**src/rtl/obi_data_arbiter.sv**
```systemverilog
// obi_data_arbiter: two-master OBI data-side arbiter in front of a single
// memory port. Address phase is a combinational pass-through of the selected
// master; a small ID FIFO remembers which master owns each outstanding
// transaction so responses are routed back in order with no added latency.
// A request presented without a grant locks the selection until granted.
// Optional feature: define OBI_ARB_ROUND_ROBIN_EN for round-robin arbitration
// on contention; otherwise m0 has fixed priority.
module obi_data_arbiter #(
    parameter int unsigned MAX_OUTST = 2
) (
    input  logic        clk,
    input  logic        rst_n,

    input  logic        m0_req_i,
    input  logic [31:0] m0_addr_i,
    input  logic        m0_we_i,
    input  logic [3:0]  m0_be_i,
    input  logic [31:0] m0_wdata_i,
    output logic        m0_gnt_o,
    output logic        m0_rvalid_o,
    output logic [31:0] m0_rdata_o,

    input  logic        m1_req_i,
    input  logic [31:0] m1_addr_i,
    input  logic        m1_we_i,
    input  logic [3:0]  m1_be_i,
    input  logic [31:0] m1_wdata_i,
    output logic        m1_gnt_o,
    output logic        m1_rvalid_o,
    output logic [31:0] m1_rdata_o,

    output logic        data_req_o,
    output logic [31:0] data_addr_o,
    output logic        data_we_o,
    output logic [3:0]  data_be_o,
    output logic [31:0] data_wdata_o,
    input  logic        data_gnt_i,
    input  logic        data_rvalid_i,
    input  logic [31:0] data_rdata_i,

    output logic        busy_o
);

    localparam int unsigned PTR_W = (MAX_OUTST > 1) ? $clog2(MAX_OUTST) : 1;
    localparam int unsigned CNT_W = $clog2(MAX_OUTST + 1);
    localparam logic [PTR_W-1:0] PTR_LAST = PTR_W'(MAX_OUTST - 1);
    localparam logic [CNT_W-1:0] CNT_FULL = CNT_W'(MAX_OUTST);

    typedef enum logic {
        IDLE,
        LOCKED
    } state_e;

    state_e             state_q;
    logic               lock_sel_q;
    logic               sel;
    logic               contention_sel;
    logic               req_sel;
    logic               fifo_full;
    logic               fifo_empty;
    logic               push;
    logic               pop;
    logic               head;

    logic [CNT_W-1:0]   cnt_q,  cnt_d;
    logic [PTR_W-1:0]   wptr_q, wptr_d;
    logic [PTR_W-1:0]   rptr_q, rptr_d;
    logic               id_q [MAX_OUTST];

`ifdef OBI_ARB_ROUND_ROBIN_EN
    // last_q = 1 means m1 was granted most recently
    logic               last_q;
    assign contention_sel = ~last_q;
`else
    assign contention_sel = 1'b0;
`endif

    // Pick the master: frozen while locked, otherwise the lone requester or the contention winner
    always_comb begin
        sel = 1'b0;
        if (state_q == LOCKED) begin
            sel = lock_sel_q;
        end else if (m0_req_i && m1_req_i) begin
            sel = contention_sel;
        end else if (m1_req_i) begin
            sel = 1'b1;
        end
    end

    assign fifo_full  = (cnt_q == CNT_FULL);
    assign fifo_empty = (cnt_q == '0);
    assign req_sel    = sel ? m1_req_i : m0_req_i;

    // Outputs are forced low while reset is held, even if masters keep requesting
    assign data_req_o = rst_n & req_sel & ~fifo_full;
    assign m0_gnt_o   = data_gnt_i & data_req_o & ~sel;
    assign m1_gnt_o   = data_gnt_i & data_req_o &  sel;

    // Address-phase mux; fields read as zero when no request is presented
    always_comb begin
        data_addr_o  = '0;
        data_we_o    = 1'b0;
        data_be_o    = '0;
        data_wdata_o = '0;
        if (data_req_o) begin
            data_addr_o  = sel ? m1_addr_i  : m0_addr_i;
            data_we_o    = sel ? m1_we_i    : m0_we_i;
            data_be_o    = sel ? m1_be_i    : m0_be_i;
            data_wdata_o = sel ? m1_wdata_i : m0_wdata_i;
        end
    end

    assign push = data_req_o & data_gnt_i;
    // Responses arriving with nothing outstanding are dropped
    assign pop  = rst_n & data_rvalid_i & ~fifo_empty;
    assign head = id_q[rptr_q];

    assign m0_rvalid_o = pop & ~head;
    assign m1_rvalid_o = pop &  head;
    assign m0_rdata_o  = data_rdata_i;
    assign m1_rdata_o  = data_rdata_i;

    assign busy_o = rst_n & (~fifo_empty | m0_req_i | m1_req_i);

    // Arbitration lock: hold the selection from an ungranted request until its grant
    always_ff @(posedge clk or negedge rst_n) begin
        if (!rst_n) begin
            state_q    <= IDLE;
            lock_sel_q <= 1'b0;
        end else begin
            case (state_q)
                IDLE: begin
                    if (data_req_o && !data_gnt_i) begin
                        state_q    <= LOCKED;
                        lock_sel_q <= sel;
                    end
                end
                LOCKED: begin
                    if (data_gnt_i) begin
                        state_q <= IDLE;
                    end
                end
                default: state_q <= IDLE;
            endcase
        end
    end

`ifdef OBI_ARB_ROUND_ROBIN_EN
    // Remember who won the last handshake; reset favours m0 first
    always_ff @(posedge clk or negedge rst_n) begin
        if (!rst_n) begin
            last_q <= 1'b1;
        end else if (push) begin
            last_q <= sel;
        end
    end
`endif

    // Next-state for the ID FIFO pointers and occupancy, wrapping modulo depth
    always_comb begin
        wptr_d = wptr_q;
        rptr_d = rptr_q;
        cnt_d  = cnt_q;
        if (push) begin
            wptr_d = (wptr_q == PTR_LAST) ? '0 : wptr_q + PTR_W'(1);
        end
        if (pop) begin
            rptr_d = (rptr_q == PTR_LAST) ? '0 : rptr_q + PTR_W'(1);
        end
        if (push && !pop) begin
            cnt_d = cnt_q + CNT_W'(1);
        end else if (pop && !push) begin
            cnt_d = cnt_q - CNT_W'(1);
        end
    end

    // ID FIFO control state; reset discards every outstanding ID
    always_ff @(posedge clk or negedge rst_n) begin
        if (!rst_n) begin
            wptr_q <= '0;
            rptr_q <= '0;
            cnt_q  <= '0;
        end else begin
            wptr_q <= wptr_d;
            rptr_q <= rptr_d;
            cnt_q  <= cnt_d;
        end
    end

    // ID FIFO storage; contents are only meaningful below the count, so no reset
    always_ff @(posedge clk) begin
        if (push) begin
            id_q[wptr_q] <= sel;
        end
    end

endmodule
```
**config.mk**
```make
export PLATFORM = sky130hd
export DESIGN_NAME = obi_data_arbiter
export DESIGN_NICKNAME = d
export VERILOG_FILES = /design/src/rtl/obi_data_arbiter.sv
export SDC_FILE = /design/constraint.sdc
export NUM_CORES = 1
export LEC_CHECK = 0
export BUFFER_PORTS_ARGS = -buffer_cell sky130_fd_sc_hd__buf_2
export CAP_MARGIN = 15
export CORE_AREA = 5 5 118 120
export CTS_BUF_LIST = sky130_fd_sc_hd__clkbuf_2
export DETAILED_ROUTE_END_ITERATION = 6
export DIE_AREA = 0 0 123 125
export PLACE_DENSITY = 0.55
export SLEW_MARGIN = 40
export SYNTH_ARGS = -nofsm -noshare
export SYNTH_HDL_FRONTEND = slang
export SYNTH_SLANG_ARGS = --single-unit
```
**constraint.sdc**
```tcl
create_clock -name clk -period 3.6 [get_ports clk]
set_input_delay 0.54 -clock clk [delete_from_list [all_inputs] [get_ports clk]]
set_output_delay 0.54 -clock clk [all_outputs]
set_load 0.01 [all_outputs]
```
==> tab_implementation.tex <==
\begin{tabular}{lr}
\hline
Metric & Value \\
\hline
\multicolumn{2}{l}{\textbf{Setup path}} \\
\quad Length in cells of the worst reg-to-reg path & 4 \\
\quad Capturing element type of the critical path & output pin \\
\quad Max FO, Critical Path & 42 \\
\quad Slowest stage delay, CP & 0.63 ns \\
\quad Buffers plus inverters on the worst setup path & 2 \\
\quad Cell count along the critical path & 6 \\
\quad Required time of the critical path & 3.06 ns \\
\quad Crit path DAT & 2.11 ns \\
\quad CP Launch Type & flip-flop \\
\quad Type of the setup path with the least slack & reg2out \\
\quad Slowest stage cell on the critical path & sky130\_fd\_sc\_hd\_\_or2\_4 \\
\quad Crit path max-delay family & simple AND/OR/NAND/NOR gates \\
\quad Critical Path, Cell by Cell & nand2b\_1, a21oi\_1, or2\_4, buf\_4, a21oi\_2, buf\_2 \\
\multicolumn{2}{l}{\textbf{Floorplan}} \\
\quad Effective utilization at floorplan & 0.1860 \\
\quad Die outline width & 123 um \\
\quad Area inside the core boundary & 12870 um\^{}2 \\
\quad Ports & around 320 \\
\quad Row cnt & 42 \\
\quad Die footprint & between 15000 and 20000 um\^{}2 \\
\quad Vertical die dimension & 125 um \\
\multicolumn{2}{l}{\textbf{Power and ir drop}} \\
\quad Power per Cell Area & 364.5 nW/um\^{}2 \\
\quad Static leakage & 1.594 nW \\
\quad Peak supply drop & 168.4 uV \\
\quad Final total power & 1.112 mW \\
\multicolumn{2}{l}{\textbf{STA}} \\
\quad Min cycle time layout & 2.654 ns \\
\quad Clock Skews & approximately 0.0047 ns \\
\quad Part of the cycle the worst path needs & 0.7371 \\
\quad Slew at the pin closest to its max-slew limit & 0.7230 ns \\
\quad Setup Total Neg Slack & 0 ns \\
\quad Maximum clock rate & 376.8 MHz \\
\quad Setup repair after global routing missed its margin & no \\
\quad Minimum setup slack in the final design & 0.9464 ns \\
\quad Final number of hold-violating endpoints & 0 \\
\quad Final setup violation count & 0 \\
\quad Normalized max-slew margin & 0.5180 \\
\quad Pins over their slew limit & 0 \\
\multicolumn{2}{l}{\textbf{Finish}} \\
\quad Fill cell instance count of the final layout & between 1k and 1.5k \\
\quad Net total in the final layout & 653 \\
\quad Non-filler cells, final & 651 \\
\quad Inserted Diodes & 0 \\
\quad Fraction of layout cells with a size suffix above 1 & 0.7221 \\
\quad Synth-to-Final Area Change & 27.43\% \\
\quad Area taken by flip-flops and latches & 210.2 um\^{}2 \\
\quad Multi-input gate area in the final layout & 1429 um\^{}2 \\
\multicolumn{2}{l}{\textbf{Detailed routing}} \\
\quad Mean routed wirelength per cell & about 11 um \\
\quad Total number of vias & 2479 \\
\quad First-pass iteration count of the detailed router & 4 \\
\quad Met2 wire len & between 3000 and 4000 um \\
\quad Sum of met3 wire segment lengths after detailed routing & 878 um \\
\quad DRT antenna net count & 0 \\
\quad Detailed-route wire length & 7320 um \\
\quad Highest routed layer & met4 \\
\quad Number of DRC violations after detailed-routing iteration 0 & 82 \\
\quad Post-detailed-route via-to-cell ratio & 3.808 \\
\quad Number of DRC violations after detailed routing & 0 \\
\quad Sum of routed wire segments on met1 & 2770 um \\
\multicolumn{2}{l}{\textbf{Synth}} \\
\quad Total of warnings raised by yosys & 0 \\
\quad Mean instance size in the synthesized netlist & 7.127 um\^{}2 \\
\quad Prevailing post-synth register cell & sky130\_fd\_sc\_hd\_\_dfrtp\_1 \\
\quad Ys async rst share & 0.7500 \\
\quad Sequential area share after synthesis & 0.08777 \\
\quad Synthesized flop and latch total & 8 \\
\quad Number of instances in the synthesized netlist & 336 \\
\quad Number of unique standard cell types used by synthesis & 29 \\
\quad Synthesized cell area & 2395 um\^{}2 \\
\quad Number of enable flip-flop cells after synthesis & 2 \\
\quad Net count of the mapped netlist & 513 \\
\multicolumn{2}{l}{\textbf{Run status}} \\
\quad Outcome & complete, no violations \\
\multicolumn{2}{l}{\textbf{Placement}} \\
\quad RePlAce Congestion & approximately 0.77 \\
\quad \# placed instances & 647 \\
\quad Buffers added on ports & 218 \\
\quad Post-detailed-placement half-perimeter wirelength & 5938 um \\
\quad Minimum setup slack after placement & 1.028 ns \\
\multicolumn{2}{l}{\textbf{Clocking}} \\
\quad CTS buffer count & 3 \\
\quad Number of H-tree branching levels & 1 \\
\quad Master cell of the clock root buffer & sky130\_fd\_sc\_hd\_\_clkbuf\_2 \\
\quad Total setup buffers inserted after CTS & 0 \\
\quad Clk Latency, worst-skew pair & 0.23 ns \\
\quad Clock-pin slew on the worst setup and hold paths & approximately 0.08 ns \\
\quad Number of buffers inserted by hold repair at cts & 0 \\
\quad Buffer levels on the longest clock path & 2 \\
\quad CTS tree & built \\
\quad Number of clock sinks & 8 \\
\quad Gates resized, CTS repair & 0 \\
\multicolumn{2}{l}{\textbf{Worst hold path}} \\
\quad Type of the most critical hold path & in2async \\
\multicolumn{2}{l}{\textbf{Global route}} \\
\quad Global router's overall resource usage & 0.08420 \\
\quad First-pass GRT wire length & roughly 11000 um \\
\quad Maximum number of pins on one net before global-route repair & 73 \\
\quad Grt total ovfl & 0 \\
\quad Initial antenna violation count & 0 \\
\quad Via count of the first global-routing pass & about 2.4k \\
\multicolumn{2}{l}{\textbf{Run}} \\
\quad Max-cap viol count & 0 \\
\hline
\end{tabular}
==> cells in the final DEF (no fill, tap or decap), types with 2 or more instances in the layout <==
master,count
sky130_fd_sc_hd__a21oi_1,5
sky130_fd_sc_hd__inv_2,3
sky130_fd_sc_hd__a21oi_2,68
sky130_fd_sc_hd__clkbuf_2,4
sky130_fd_sc_hd__nor3_1,3
sky130_fd_sc_hd__nand2b_1,2
sky130_fd_sc_hd__dfrtp_1,6
sky130_fd_sc_hd__nor2_1,2
sky130_fd_sc_hd__nand2_2,40
sky130_fd_sc_hd__buf_2,218
sky130_fd_sc_hd__xnor2_1,3
sky130_fd_sc_hd__buf_4,4
sky130_fd_sc_hd__xor2_1,2
sky130_fd_sc_hd__edfxtp_1,2
sky130_fd_sc_hd__nand2_1,99
==> logic make-up (layout without fill, tap and decap cells) <==
family                   Yosys count  after routing  share of synthesized area
buffers and inverters             93            232                     0.3171
adder cells (fa/ha/maj)            1              1                   0.005224
multiplexers                       1              1                   0.004180
AO/OA/AOI/OAI                     78             78                     0.2811
flip-flops                         8              8                    0.08777
XOR/XNOR                           5              5                    0.01829
AND/OR/NAND/NOR                  150            150                     0.2863
==> final timing paths <==
check	start	endpoint	slack (ns)
max reg2reg	lock_sel_q	id_q[0]	1.83
min reg2reg	wptr_q	wptr_q	0.49
min	rst_n	cnt_q[0]	0.14
max	lock_sel_q	data_wdata_o[19]	0.95
max in group asynchronous	rst_n	state_q	3.27
min in group clk	data_gnt_i	state_q	0.49
==> registers in the layout (all words and copies together), names as in the netlist <==
signal      cells
cnt_q           2
id_q            2
lock_sel_q      1
rptr_q          1
state_q         1
wptr_q          1
==> area by class of cell <==
class | instances | share of cell area
sequential | 8 | 0.06888
clock buffer | 4 | 0.006560
multi-input combinational | 235 | 0.4682
tap | 176 | 0.07216
timing repair buffer | 223 | 0.3739
inverter | 5 | 0.01025
==> power by group <==
part / internal [mW] / switching, mW / total [mW]
clock network: 0.0295 / 0.0296 / 0.0592
registers: 0.129 / 0.0328 / 0.162
logic: 0.347 / 0.544 / 0.891
==> synthesized netlist by cell type, drive strengths merged (2+ instances only) <==
master,count,area share
dfrtp,6,0.063
nand2b,2,0.0052
nor2,2,0.0031
a21oi,73,0.26
xnor2,3,0.011
nor3,4,0.010
xor2,2,0.0073
nand2,139,0.26
edfxtp,2,0.025
inv,5,0.013
buf,88,0.30
==> through the flow <==
step / instance area [um^2] / utilization / hold slack, ns
floorplan: 2395 / - / 0.2444
global placement: 3032 / 0.2355 / 0.4044
detailed placement: 3032 / 0.2355 / 0.3973
CTS: 3052 / 0.2370 / 0.1336
global route: 3052 / 0.2370 / 0.1205
finish: 3052 / 0.2370 / 0.1447
==> layer usage <==
layer  GRT usage  vias to the layer above
li1            -                     1289
met1     0.09517                     1050
met2      0.1563                      127
met3     0.02575                       13
met4     0.01303                        0
met5           0                        -
Note: power is estimated with default switching activity, not from simulation.
